$ cat src/rtl/motor_ctrl_pkg.sv
// Shared types and constants for the motor position sequencer: FSM states,
// fault codes, position range and duty width.
package motor_ctrl_pkg;

  localparam int unsigned POS_MAX  = 720;
  localparam int unsigned HOME_POS = 360;
  localparam int unsigned DUTY_W   = 8;

  typedef enum logic [2:0] {
    S_IDLE,
    S_HOME,
    S_MOVE,
    S_BRAKE,
    S_DONE,
    S_FAULT
  } state_t;

  typedef enum logic [2:0] {
    F_NONE       = 3'd0,
    F_BAD_TARGET = 3'd1,
    F_STALL      = 3'd2,
    F_LIMIT      = 3'd3,
    F_OVERSHOOT  = 3'd4
  } fault_t;

  function automatic logic [32:0] abs33(input logic [32:0] v);
    return v[32] ? (~v + 33'd1) : v;
  endfunction

endpackage

$ cat src/rtl/ctrl_timer.sv
// Loadable 32-bit down-counter; holds at zero and flags expiry there.
module ctrl_timer (
  input  logic        clk,
  input  logic        rst_n,
  input  logic        load,
  input  logic [31:0] load_val,
  input  logic        run,
  output logic        expired
);

  logic [31:0] count;

  always_ff @(posedge clk or negedge rst_n) begin
    if (!rst_n) begin
      count <= '0;
    end else if (load) begin
      count <= load_val;
    end else if (run && (count != '0)) begin
      count <= count - 32'd1;
    end
  end

  assign expired = (count == '0);

endmodule

$ cat src/rtl/motor_position_sequencer.sv
// Closed-loop move controller: IDLE/HOME/MOVE/BRAKE/DONE/FAULT sequencing of
// motor enable, direction and duty from encoder position, with sticky fault codes.
module motor_position_sequencer
  import motor_ctrl_pkg::*;
#(
  parameter int unsigned       DEADBAND      = 2,
  parameter int unsigned       SLOW_ZONE     = 20,
  parameter logic [DUTY_W-1:0] DUTY_FAST     = 8'd200,
  parameter logic [DUTY_W-1:0] DUTY_SLOW     = 8'd80,
  parameter int unsigned       BRAKE_CYCLES  = 1_000_000,
  parameter int unsigned       STALL_CYCLES  = 30_000_000,
  parameter int unsigned       MAX_REVERSALS = 3
) (
  input  logic              clk,
  input  logic              rst_n,
  input  logic              cmd_valid,
  output logic              cmd_ready,
  input  logic              cmd_home,
  input  logic [9:0]        cmd_target,
  input  logic              abort,
  input  logic              fault_clr,
  input  logic [31:0]       enc_position,
  input  logic              enc_position_error,
  input  logic [31:0]       enc_rpm,
  output logic              enc_position_rst,
  output logic              motor_en,
  output logic              motor_dir,
  output logic [DUTY_W-1:0] motor_duty,
  output logic              busy,
  output logic              done,
  output logic              fault,
  output logic [2:0]        fault_code
);

  localparam logic [32:0] DEADBAND_W  = 33'(DEADBAND);
  localparam logic [32:0] SLOW_ZONE_W = 33'(SLOW_ZONE);
  localparam logic [31:0] BRAKE_LOAD  = 32'(BRAKE_CYCLES - 1);
  localparam logic [31:0] STALL_LAST  = 32'(STALL_CYCLES - 1);
  localparam logic [31:0] REV_MAX     = 32'(MAX_REVERSALS);
  localparam logic [9:0]  POS_MAX_W   = 10'(POS_MAX);

  state_t state, state_nx;
  fault_t fault_sel, fault_code_q, fault_code_nx;

  logic [9:0]        target_q;
  logic              dir_latched;
  logic              aborted;
  logic [31:0]       stall_cnt;
  logic [31:0]       rev_cnt;

  logic [9:0]        tgt_sel;
  logic signed [32:0] err;
  logic [32:0]       abs_err;
  logic              err_pos;
  logic              in_deadband;
  logic              overshoot;
  logic              cmd_take;
  logic              stall_hit;
  logic              brake_done;
  logic              rev_exceeded;
  logic              overshoot_exit;
  logic              move_entry;
  logic              brake_entry;

  logic              en_nx, dir_nx, pos_rst_nx, done_nx, fault_nx;
  logic [DUTY_W-1:0] duty_nx;

  // In IDLE the command has not been latched yet, so the error is taken from
  // the live target to pick the initial direction and duty.
  assign tgt_sel     = (state == S_IDLE) ? cmd_target : target_q;
  assign err         = $signed({23'd0, tgt_sel}) - $signed({1'b0, enc_position});
  assign abs_err     = abs33(err);
  assign err_pos     = !err[32] && (err != '0);
  assign in_deadband = (abs_err <= DEADBAND_W);
  assign overshoot   = dir_latched ? err[32] : err_pos;

  assign cmd_take     = cmd_valid && (state == S_IDLE);
  assign stall_hit    = (stall_cnt == STALL_LAST);
  // Counts overshoots so far; each of the first MAX_REVERSALS earns a correction.
  assign rev_exceeded = (rev_cnt > REV_MAX);

  assign overshoot_exit = (state == S_MOVE) && !abort && !enc_position_error &&
                          !stall_hit && !in_deadband && overshoot;
  assign move_entry     = (state_nx == S_MOVE) && (state != S_MOVE);
  assign brake_entry    = (state_nx == S_BRAKE) && (state != S_BRAKE);

  assign cmd_ready = (state == S_IDLE);
  assign busy      = (state != S_IDLE) && (state != S_FAULT);

  ctrl_timer u_brake_timer (
    .clk      (clk),
    .rst_n    (rst_n),
    .load     (brake_entry),
    .load_val (BRAKE_LOAD),
    .run      (state == S_BRAKE),
    .expired  (brake_done)
  );

  always_ff @(posedge clk or negedge rst_n) begin
    if (!rst_n) begin
      state <= S_IDLE;
    end else begin
      state <= state_nx;
    end
  end

  always_comb begin
    state_nx  = state;
    fault_sel = F_NONE;
    case (state)
      S_IDLE: begin
        if (cmd_take) begin
          if (cmd_home) begin
            state_nx = S_HOME;
          end else if (cmd_target > POS_MAX_W) begin
            state_nx  = S_FAULT;
            fault_sel = F_BAD_TARGET;
          end else begin
            state_nx = S_MOVE;
          end
        end
      end
      S_HOME: state_nx = S_DONE;
      S_MOVE: begin
        if (abort) begin
          state_nx = S_BRAKE;
        end else if (enc_position_error) begin
          state_nx  = S_FAULT;
          fault_sel = F_LIMIT;
        end else if (stall_hit) begin
          state_nx  = S_FAULT;
          fault_sel = F_STALL;
        end else if (in_deadband || overshoot) begin
          state_nx = S_BRAKE;
        end
      end
      S_BRAKE: begin
        if (brake_done) begin
          if (aborted) begin
            state_nx = S_IDLE;
          end else if (in_deadband) begin
            state_nx = S_DONE;
          end else if (rev_exceeded) begin
            state_nx  = S_FAULT;
            fault_sel = F_OVERSHOOT;
          end else begin
            state_nx = S_MOVE;
          end
        end
      end
      S_DONE:  state_nx = S_IDLE;
      S_FAULT: if (fault_clr) state_nx = S_IDLE;
      default: state_nx = S_IDLE;
    endcase
  end

  always_comb begin
    en_nx         = 1'b0;
    duty_nx       = '0;
    dir_nx        = motor_dir;
    pos_rst_nx    = (state_nx == S_HOME);
    done_nx       = (state_nx == S_DONE);
    fault_nx      = (state_nx == S_FAULT);
    fault_code_nx = fault_code_q;
    // Direction only moves together with enable rising or while already
    // driving the same way; BRAKE and FAULT keep the last direction.
    if (state_nx == S_MOVE) begin
      en_nx   = 1'b1;
      dir_nx  = err_pos;
      duty_nx = (abs_err <= SLOW_ZONE_W) ? DUTY_SLOW : DUTY_FAST;
    end
    if ((state_nx == S_FAULT) && (state != S_FAULT)) begin
      fault_code_nx = fault_sel;
    end else if (state_nx == S_IDLE) begin
      fault_code_nx = F_NONE;
    end
  end

  always_ff @(posedge clk or negedge rst_n) begin
    if (!rst_n) begin
      motor_en         <= 1'b0;
      motor_dir        <= 1'b0;
      motor_duty       <= '0;
      enc_position_rst <= 1'b0;
      done             <= 1'b0;
      fault            <= 1'b0;
      fault_code_q     <= F_NONE;
    end else begin
      motor_en         <= en_nx;
      motor_dir        <= dir_nx;
      motor_duty       <= duty_nx;
      enc_position_rst <= pos_rst_nx;
      done             <= done_nx;
      fault            <= fault_nx;
      fault_code_q     <= fault_code_nx;
    end
  end

  assign fault_code = fault_code_q;

  always_ff @(posedge clk or negedge rst_n) begin
    if (!rst_n) begin
      target_q    <= '0;
      dir_latched <= 1'b0;
      aborted     <= 1'b0;
      rev_cnt     <= '0;
      stall_cnt   <= '0;
    end else begin
      if (cmd_take) begin
        target_q <= cmd_target;
        aborted  <= 1'b0;
      end else if ((state == S_MOVE) && abort) begin
        aborted <= 1'b1;
      end

      if (move_entry) begin
        dir_latched <= err_pos;
      end

      if (cmd_take) begin
        rev_cnt <= '0;
      end else if (overshoot_exit && (rev_cnt != '1)) begin
        rev_cnt <= rev_cnt + 32'd1;
      end

      if (move_entry) begin
        stall_cnt <= '0;
      end else if (state == S_MOVE) begin
        if (enc_rpm != '0) begin
          stall_cnt <= '0;
        end else if (stall_cnt != '1) begin
          stall_cnt <= stall_cnt + 32'd1;
        end
      end
    end
  end

endmodule
$ cat config.mk
export PLATFORM = sky130hd
export DESIGN_NAME = motor_position_sequencer
export DESIGN_NICKNAME = d
export VERILOG_FILES = /design/src/rtl/motor_ctrl_pkg.sv /design/src/rtl/ctrl_timer.sv /design/src/rtl/motor_position_sequencer.sv
export SDC_FILE = /design/constraint.sdc
export NUM_CORES = 1
export LEC_CHECK = 0
export ABC_AREA = 0
export BUFFER_PORTS_ARGS = -buffer_cell sky130_fd_sc_hd__buf_2
export CORE_MARGIN = 2
export CORE_UTILIZATION = 50
export CTS_CLUSTER_SIZE = 28
export DETAILED_ROUTE_END_ITERATION = 8
export PLACE_DENSITY = 0.69
export SLEW_MARGIN = 15
export SYNTH_ARGS = -nofsm -noshare
export SYNTH_HDL_FRONTEND = slang
export SYNTH_SLANG_ARGS = --single-unit
$ cat constraint.sdc
create_clock -name clk -period 8.08 [get_ports clk]
set_clock_uncertainty 0.15 [all_clocks]
set_input_delay 1.616 -clock clk [delete_from_list [all_inputs] [get_ports clk]]
set_output_delay 1.616 -clock clk [all_outputs]
set_load 0.05 [all_outputs]
## Word-level counts from Yosys, hierarchy flattened

Cells that the tools add are included.

- Register bits after elaboration: 127
- Input port bits: 81
- Output and inout port bits: 18
- Word-level logic and storage cells: 115

- Add/sub/neg operators: 5
- $lt $le $gt $ge: 4
- Equality and inequality tests: 15
- Mux-type cells: 42
- Bitwise gates (word level): 1
- Reduce and logical (&&, ||, !) cells: 34

Operator list:

| operator | number |
|---|---|
| $mux W32 | 8 |
| $add A32 B1 Y32 const B | 2 |
| $ne A32 B32 Y1 const B | 2 |
| $reduce_bool A32 Y1 | 2 |
| $mux W3 | 18 |
| $add A33 B1 Y33 const B | 1 |
| $le A33 B2 Y1 const B | 1 |
| $le A33 B5 Y1 const B | 1 |
| $mux W33 | 1 |
| $not A33 Y33 | 1 |
| $reduce_bool A33 Y1 | 1 |
| $sub A10 B32 Y33 | 1 |
| $eq A32 B25 Y1 const B | 1 |
| $gt A32 B2 Y1 const B | 1 |
| $logic_not A32 Y1 | 1 |
| $sub A32 B1 Y32 const B | 1 |
| $mux W8 | 2 |
| $pmux W3 S5 | 1 |
| $logic_and A1 B1 Y1 | 14 |
| $eq A3 B2 Y1 const B | 4 |
| $gt A10 B10 Y1 const B | 1 |
| $mux W10 | 1 |
| $reduce_bool A2 Y1 | 5 |
| $eq A3 B3 Y1 const B | 3 |
| 11 further kinds | 27 |

## Longest topological paths before layout

Gate-level depths: netlist (run 1).

- Depth in word-level cells: 17
- Mapped depth: 26
- Depth with buffers taken out: 20

## Hierarchy

Synthesis (run 1) repeated with hierarchy kept, for this count alone.

- Cell total of the unflattened synthesis: 1174
- Area, all modules: 9429.0 um^2

Modules (own cells, without submodules):

| module | instances | cells each | area an instance (um^2) | sequential area each (um^2) |
|---|---|---|---|---|
| motor_position_sequencer | 1 | 940 | 7362.1 | 2227.1 |
| ctrl_timer | 1 | 234 | 2067.0 | 800.8 |

## Worst setup path after synthesis (run 1)

No wires, ideal clock.

- Kind: register to register
- Start point: register state[2]
- End point: register u_brake_timer.count[15]
- Setup time: 0.119 ns
- Arrival: 6.630 ns
- Data required time: 7.811 ns
- Slack: 1.181 ns
- Cell stages (with the launch flop): 25
- Buffers on the path: 5
- Clock period less this slack: 6.899 ns
- Cell sequence: dfrtp_1 clkbuf_1 nor3_1 clkbuf_1 mux2i_1 ha_1 inv_1 fa_1 a211oi_2 o21ai_1 a32oi_2 nor3_2 xnor2_1 or3_4 or4_4 o31a_1 xnor2_1 nand4b_1 or2_2 o41ai_2 buf_4 o21a_1 buf_6 buf_6 nor2_2

- Longest elaborated chain between the ends: 16
- Elaborated cells between the ends (all ways): 33
- Those cells by class: add/sub (2); order compare (1); eq/ne (6); mux (14); bitwise (1); reduce/logical (9)

RTL lines:

| item | RTL line | text |
|---|---|---|
| from (decl) | motor_position_sequencer.sv:42 | `state_t state, state_nx;` |
| from (signal assigned) | motor_position_sequencer.sv:103 | `state <= state_nx;` |
| $logic_not A3 Y1 * | - |  |
| via cmd_ready | motor_position_sequencer.sv:17 | `output logic cmd_ready,` |
| $mux W10 | motor_position_sequencer.sv:70 | `assign tgt_sel = (state == S_IDLE) ? cmd_target : target_q;` |
| $sub A10 B32 Y33 | motor_position_sequencer.sv:71 | `assign err = $signed({23'd0, tgt_sel}) - $signed({1'b0, enc_position});` |
| $not A33 Y33 | motor_ctrl_pkg.sv:27 | `return v[32] ? (~v + 33'd1) : v;` |
| $add A33 B1 Y33 | motor_ctrl_pkg.sv:27 |  |
| $mux W33 | motor_ctrl_pkg.sv:27 |  |
| $le A33 B2 Y1 | motor_position_sequencer.sv:74 | `assign in_deadband = (abs_err <= DEADBAND_W);` |
| $logic_or A1 B1 Y1 | motor_position_sequencer.sv:133 | `end else if (in_deadband \|\| overshoot) begin` |
| $mux W3 | motor_position_sequencer.sv:133 |  |
| $mux W3 | motor_position_sequencer.sv:130 | `end else if (stall_hit) begin` |
| $mux W3 | motor_position_sequencer.sv:127 | `end else if (enc_position_error) begin` |
| $mux W3 | motor_position_sequencer.sv:125 | `if (abort) begin` |
| $pmux W3 S5 * | motor_position_sequencer.sv:110 | `case (state)` |
| $eq A3 B2 Y1 * | motor_position_sequencer.sv:85 | `assign brake_entry = (state_nx == S_BRAKE) && (state != S_BRAKE);` |
| $logic_and A1 B1 Y1 * | motor_position_sequencer.sv:85 |  |
| $mux W32 / $reduce_bool A2 Y1 (equally long branches) | - |  |
| to (signal assigned) | ctrl_timer.sv:17 | `count <= load_val;` |
| to (signal assigned) | ctrl_timer.sv:19 | `count <= count - 32'd1;` |
| to (decl) | ctrl_timer.sv:11 | `logic [31:0] count;` |

The timed path passes the listed nets; every way through them passes the cells marked *.
A chain may end at the register's enable or synchronous reset.

## Final worst setup path (run 1)

- Start point: input port cmd_target[0]
- End point: register u_brake_timer.count[1]

- Longest elaborated chain between the ends: 15
- Elaborated cells between the ends (all ways): 27
- Those cells by class: add/sub (2); order compare (2); eq/ne (1); mux (15); bitwise (1); reduce/logical (6)

RTL lines:

| item | RTL line | text |
|---|---|---|
| from (decl) | motor_position_sequencer.sv:19 | `input logic [9:0] cmd_target,` |
| $mux W10 | motor_position_sequencer.sv:70 |  |
| $sub A10 B32 Y33 | motor_position_sequencer.sv:71 |  |
| $not A33 Y33 | motor_ctrl_pkg.sv:27 |  |
| $add A33 B1 Y33 | motor_ctrl_pkg.sv:27 |  |
| $mux W33 | motor_ctrl_pkg.sv:27 |  |
| $le A33 B2 Y1 | motor_position_sequencer.sv:74 |  |
| $logic_or A1 B1 Y1 | motor_position_sequencer.sv:133 |  |
| $mux W3 | motor_position_sequencer.sv:133 |  |
| $mux W3 | motor_position_sequencer.sv:130 |  |
| $mux W3 | motor_position_sequencer.sv:127 |  |
| $mux W3 | motor_position_sequencer.sv:125 |  |
| $pmux W3 S5 * | motor_position_sequencer.sv:110 |  |
| $eq A3 B2 Y1 * | motor_position_sequencer.sv:85 |  |
| $logic_and A1 B1 Y1 * | motor_position_sequencer.sv:85 |  |
| $mux W32 / $reduce_bool A2 Y1 (equally long branches) | - |  |

Mark *: on every way between the ends. The rest lies on a longest branch, timed or not.

==> out/results.tsv, run 1 <==
stage	metric	value	unit
status	outcome	finished, final reports clean	
critical_path	reg2reg_to	u_brake_timer.count[1]$_DFFE_PN0P_	
yosys	avgSynthCellArea	8.19	um2
placement	place_congestion	0.955	
die	start_util	51.4	%
sta	min_period_over_period	88.7	%
drt	vias	8291	
sta	whs	324	ps
clock_network	holdBufCountCts	0	
yosys	synth_enable_flop_cells	0	
placement	dp_hpwl	16.1	mm
sta	report.final.hold_viol_count	0	
power_and_ir_drop	seq_power_share	27.1	%
sta	layout_min_cycle_time	7170	ps
global_routing	grt_pass1_wl	37.8	mm
placement	port_buffers	94	
drt	routed_wl	22.3	mm
drt	wire_per_inst	15.8	um
yosys	synth_area	8950	um2
yosys	synth_cell_types	85	
sta	finalSetupViolations	0	
job	maxCapViolCount	0	
clock_network	cts_tree	done	
global_routing	grtUsageTotal	24.5	%
global_routing	grt_start_max_net_pins	70	
critical_path	cp_max_fo	12	
die	core-area	17400	um2
sta	final_max_slew_viol_count	0	
finish	instances_no_fill	1409	
clock_network	clk_pin_slew_worst_paths	50	ps
yosys	synth.yosys.seq_area_share	33.8	%
drt	ant_nets	0	
drt	avgViaCountPerCell	5.88	
critical_path	r2r_start	state[2]$_DFF_PN0_	
clock_network	cts_sinks	121	
worst_hold_path	min-delay-start	target_q[1]$_DFFE_PN0P_	
drt	dr.pass1.iters	5	
critical_path	worstSetupPathType	primary input to register	
finish	area_growth	13.4	%
critical_path	r2r_slack	1230	ps
clock_network	post_cts_buffers	0	
power_and_ir_drop	p_per_area	282	nW/um2
finish	nets	1266	
worst_hold_path	min_path_cells	2	
sta	relSlewSlack	22.9	%
sta	timing.final.ws_setup	910	ps
power_and_ir_drop	pwr-share-clk	26.1	%
power_and_ir_drop	p_sw	0.00120	W
die	die-width	138	um
clock_network	root_buffer	clkbuf_16	
finish	nFillCells	1645	
power_and_ir_drop	p_total	0.00286	W
finish	drive_above_1_share	16.6	%
placement	dp.cells	1376	
drt	route.detailed.drc	0	
power_and_ir_drop	power.internal	0.00166	W
power_and_ir_drop	leakage	4.32	nW
clock_network	htree_levels	4	
critical_path	end_kind	register	
sta	fmax	139	MHz
critical_path	critPathLaunchType	primary input	
yosys	synthFlopType	dfrtp_1	
placement	pre_cts_slack	578	ps
power_and_ir_drop	netSwitchingFraction	42.0	%
yosys	ys_warn_count	0	
yosys	async_flop_share	100	%
die	die-area	19000	um2
yosys	syn_inst	1093	
power_and_ir_drop	ir_worst_vdd	0.251	mV
global_routing	antenna_found_initial	2	
sta	tns	0	ps
die	rows	48	
sta	rsz0062_at_grt	no	
clock_network	numCtsBuffers	17	
sta	worstMarginPinSlew	1160	ps
power_and_ir_drop	comb_power_share	46.8	%
clock_network	clk_latency	420	ps
drt	drt_iter0_markers	697	
die	die_y	138	um
worst_hold_path	min_to	target_q[1]$_DFFE_PN0P_	
critical_path	worstPathRequired	8180	ps
clock_network	cts_resized	0	
clock_network	clk_path_buf_depth	2	
critical_path	cp_data_arrival_time	7260	ps
global_routing	grt_pass1_vias	7769	
worst_hold_path	hold_class	register to register	
die	ioPinCount	99	
yosys	synth-seq-cells	121	
global_routing	grt_overflow	0	
critical_path	reg2reg_depth	19	
==> power groups by stage <==
stage / Clock, W / Sequential, W / Combinational, W
after global routing: 0.000791 / 0.000787 / 0.00148
after global placement: 0 / 0.000781 / 0.00132
final: 0.000747 / 0.000775 / 0.00134
after detailed placement: 0 / 0.000780 / 0.00133
after floorplan: 0 / 0.000796 / 0.00103
after CTS: 0.000760 / 0.000773 / 0.00134
==> stage by stage <==
step                      instance area, um2  utilization (%)
after floorplan                         8960                -
after global placement                  9560             54.9
after detailed placement                9560             54.9
after CTS                              10100             58.3
after global routing                   10100             58.3
final                                  10100             58.3
==> cell families (layout without fill, tap and decap cells) <==
logic type               count (synthesis)  after routing  synth area share (%)
multiplexers                            16             16                  1.96
adder cells (fa/ha/maj)                 15             15                  2.18
other                                    1              5                0.0419
flip-flops                             121            121                  33.8
AO/OA/AOI/OAI                          240            240                  18.3
XOR/XNOR                                82             82                  8.03
AND/OR/NAND/NOR                        534            534                  31.4
buffers and inverters                   84            171                  4.28
==> how the worst max path moves through the flow <==
stage / depth (start not counted) / endpoint / startpoint / slack, ps
global placement: 21 / stall_cnt[10]$_DFFE_PN0P_ / cmd_target[0] / 680
detailed placement: 21 / stall_cnt[8]$_DFFE_PN0P_ / cmd_target[0] / 580
finish: 18 / u_brake_timer.count[1]$_DFFE_PN0P_ / cmd_target[0] / 910
floorplan: 24 / u_brake_timer.count[15]$_DFFE_PN0P_ / state[2]$_DFF_PN0_ / 1180
CTS: 20 / stall_cnt[1]$_DFFE_PN0P_ / cmd_target[0] / 990
global route: 18 / u_brake_timer.count[16]$_DFFE_PN0P_ / cmd_target[0] / 340
==> Yosys cell counts, drive strengths merged, types with 3 or more instances <==
cell       n  share of area (%)
nand4     18                1.3
or4        7               0.63
and4       5               0.49
nand2    119                5.0
a211oi     7               0.70
nor3      36                2.2
a21oi     74                4.1
nor4      50                3.7
o211a      3               0.34
nand3b    20                1.7
or3       27                1.9
inv       32                1.3
a31o      11                1.1
nor2b      6               0.42
nor2     134                5.9
a21o       6               0.50
a2111oi    5                1.1
xor2      23                2.3
a211o      3               0.29
or2        5               0.35
buf       25                1.8
mux2      12                1.5
o21ai     53                3.0
o31ai      6               0.50
nand2b    11               0.77
o211ai    10               0.84
o22ai      6               0.42
nand4b     4               0.39
and2      14               0.98
a41o       4               0.45
xnor2     59                5.8
a41oi      3               0.29
nor4b      3               0.46
clkbuf    27                1.1
ha        14                2.0
nand3     34                1.9
o41ai      3               0.38
mux2i      4               0.45
nor3b      4               0.52
dfrtp    121                 34
a31oi     14               0.98
and3      34                2.4
o21a       9               0.75
==> worst max-delay path: stages <==
cell	delay [ps]
buf_2	110
mux2i_1	140
ha_1	170
inv_1	50
fa_1	410
a211oi_2	300
o21ai_1	200
a32oi_2	590
xor2_1	260
nor3_1	610
nand3_1	290
or3_1	370
o31a_1	240
a211o_1	360
nor4_2	360
nor3_2	210
o21ai_1	800
o211ai_1	180
==> layout make-up <==
class / instances / area (um2) / share of cell area [%]
inverter: 32 / 120 / 1.18
clock inverter: 7 / 90.1 / 0.888
multi-input combinational: 891 / 5560 / 54.8
clock buffer: 25 / 495 / 4.88
tap: 225 / 282 / 2.77
sequential: 121 / 3030 / 29.8
antenna: 1 / 2.50 / 0.0247
timing repair buffer: 107 / 571 / 5.62
==> metal layers <==
layer | wire [um] | vias up | track usage, %
met3 | 1060 | 36 | 4.53
met4 | 353 | 2 | 6.86
li1 | - | 4118 | -
met5 | 14 | - | 0
met1 | 10500 | 3913 | 34.1
met2 | 10300 | 222 | 39.1
==> flip-flops by register name, summed over array words and instances (netlist names) <==
register / cells
fault: 1
stall_cnt: 32
dir_latched: 1
state: 3
motor_duty: 3
enc_position_rst: 1
rev_cnt: 32
target_q: 10
done: 1
motor_dir: 1
u_brake_timer.count: 32
aborted: 1
fault_code: 3
==> cell usage in the layout, fill, tap and decap left out, drive strengths merged, types with 34 or more instances in the layout <==
master | synthesis | routed
nor2 | 134 | 134
dfrtp | 121 | 121
nand2 | 119 | 119
buf | 25 | 107
a21oi | 74 | 74
xnor2 | 59 | 59
o21ai | 53 | 53
nor4 | 50 | 50
nor3 | 36 | 36
nand3 | 34 | 34
and3 | 34 | 34
Note: power is estimated with default switching activity, not from simulation.
==> run 2: changes to the inputs <==
Settings changed: CORE_ASPECT_RATIO set to 1.2, GPL_TIMING_DRIVEN set to 0.
==> out/results.tsv, run 2 (same netlist as run 1, synthesis figures left out) <==
stage	metric	value	unit
global_routing	grtUsageTotal	25.2	%
sta	report.final.hold_viol_count	0	
drt	avgViaCountPerCell	5.91	
sta	min_period_over_period	93.2	%
critical_path	worstSetupPathType	register to register	
clock_network	clk_path_buf_depth	2	
critical_path	crit_chain	clkbuf_1 > nor3_1 > clkbuf_1 > mux2i_1 > ha_1 > inv_1 > fa_1 > a211oi_2 > o21ai_1 > a32oi_4 > nor3_2 > xnor2_1 > or3_4 > or4_4 > o31a_1 > xnor2_1 > nand4b_1 > nor4_1 > buf_2 > nor3_2 > buf_4 > nor3b_4 > mux2_1	
sta	whs	322	ps
global_routing	grt_pass1_wl	39.7	mm
clock_network	cts_sinks	121	
critical_path	cp_data_arrival_time	7680	ps
placement	dp.cells	1410	
global_routing	grt_start_max_net_pins	75	
finish	instances_no_fill	1443	
critical_path	r2r_slack	550	ps
finish	area_growth	15.1	%
die	core-area	17500	um2
critical_path	worstPathRequired	8230	ps
placement	place_congestion	0.913	
clock_network	clk_latency	430	ps
sta	fmax	133	MHz
power_and_ir_drop	p_per_area	277	nW/um2
critical_path	reg2reg_depth	23	
global_routing	antenna_found_initial	1	
critical_path	cp.depth	23	
die	ioPinCount	99	
clock_network	numCtsBuffers	17	
finish	drive_above_1_share	17.0	%
critical_path	reg2reg_to	motor_dir$_DFFE_PN0P_	
critical_path	cp_max_fo	10	
job	maxCapViolCount	0	
critical_path	crit_start	state[2]$_DFF_PN0_	
finish	regArea	3030	um2
sta	finalSetupViolations	0	
sta	rsz0062_at_grt	no	
drt	routed_wl	23.0	mm
worst_hold_path	hold_class	register to register	
power_and_ir_drop	ir_worst_vdd	0.270	mV
drt	ant_nets	0	
drt	drt_iter0_markers	546	
drt	wire_per_inst	15.9	um
critical_path	max_stage_delay	550	ps
global_routing	grt_use_met1	32.6	%
global_routing	grt_overflow	0	
die	die_y	151	um
die	die-width	126	um
finish	top_regs	rev_cnt (32), stall_cnt (32), u_brake_timer.count (32)	
finish	nets	1305	
critical_path	end_kind	register	
placement	port_buffers	93	
critical_path	path_buf_inv	5	
drt	vias	8527	
drt	route.detailed.drc	0	
placement	dp_hpwl	17.1	mm
global_routing	grt_util_met2	42.8	%
power_and_ir_drop	p_total	0.00285	W
global_routing	grt_pass1_vias	8376	
status	outcome	finished, final reports clean	
sta	tns	0	ps
sta	worstMarginPinSlew	1100	ps
finish	nFillCells	1656	
critical_path	r2r_start	state[2]$_DFF_PN0_	
critical_path	critPathLaunchType	register	
finish	final_common_cell	nor2_1	
die	die-area	19000	um2
die	rows	53	
drt	dr.pass1.iters	7	
clock_network	htree_levels	4	
global_routing	use_met3	4.30	%
clock_network	clk_pin_slew_worst_paths	60	ps
sta	final_max_slew_viol_count	0	
sta	layout_min_cycle_time	7530	ps
sta	relSlewSlack	25.8	%
critical_path	critPathTopFamily	simple AND/OR/NAND/NOR gates	
clock_network	cts_tree	done	
finish	postLayoutCoreUtil	58.8	%
clock_network	root_buffer	clkbuf_16	
critical_path	worst_path_max_delay_cell	nor3_1	
global_routing	grt.busiest_layer	met2	
finish	mostFrequentLayoutCells	nor2_1, dfrtp_1, nand2_1	
power_and_ir_drop	leakage	4.38	nW
critical_path	crit_end	motor_dir$_DFFE_PN0P_	
finish	multiInputGateArea	5570	um2
die	start_util	51.1	%
-- run 2: changes by cell type in the layout (fill, tap and decap cells not counted), sizes merged --
cell	change
clkinvlp	+1
buf	+12
clkinv	+3
bufinv	-2
inv	+5
clkbuf	+20
-- run 2: layout make-up --
cell class	instances	area share, %
Multi-Input combinational cell	891	54.0
Sequential cell	121	29.4
Timing Repair Buffer	94	4.85
Clock buffer	18	4.17
Tap cell	220	2.67
Buffer	52	2.55
Inverter	32	1.17
Clock inverter	14	1.12
Antenna cell	1	0.0243
-- run 2: timing repair --
action,CTS,global route
setup buffers,0,0
hold buffers,0,0
setup endpoints to repair,0,97
gates resized for setup,0,2
-- run 2: worst min-delay path by stage --
stage                                       start                       to  slack, ps  depth (start not counted)
after floorplan           target_q[1]$_DFFE_PN0P_  target_q[1]$_DFFE_PN0P_        290                          2
after global placement    target_q[1]$_DFFE_PN0P_  target_q[1]$_DFFE_PN0P_        310                          2
after detailed placement  target_q[8]$_DFFE_PN0P_  target_q[8]$_DFFE_PN0P_        310                          2
after CTS                 target_q[6]$_DFFE_PN0P_  target_q[6]$_DFFE_PN0P_        330                          2
after global routing      target_q[3]$_DFFE_PN0P_  target_q[3]$_DFFE_PN0P_        340                          2
final                     target_q[4]$_DFFE_PN0P_  target_q[4]$_DFFE_PN0P_        320                          2
-- run 2: power by group --
| group | internal (W) | switching, W | leakage (nW) |
|---|---|---|---|
| Combinational | 0.000492 | 0.000898 | 2.52 |
| Sequential | 0.000698 | 0.0000642 | 1.60 |
| Clock | 0.000397 | 0.000300 | 0.258 |
| Total | 0.00159 | 0.00126 | 4.38 |
-- run 2: routing by layer --
metal / vias up / part of all wire, %
met5: - / 0
li1: 4217 / -
met2: 211 / 50
met1: 4064 / 45
met4: 0 / 1.9
met3: 35 / 4.1
-- run 2: through the flow --
step	setup slack (ps)	area, um2
after CTS	236	10300
final	548	10300
after floorplan	1180	8960
after global placement	273	9700
after detailed placement	165	9730
after global routing	43.4	10300
-- run 2: worst reg2reg max path, delay by kind of cell, from the launching register on --
family / cells / cell delay [ps]
fa+ha+maj: 2 / 590
xor+xnor: 2 / 400
mux: 2 / 640
buf+inv: 5 / 1250
flops: 1 / 350
compound gates: 4 / 1400
simple gates: 8 / 2630
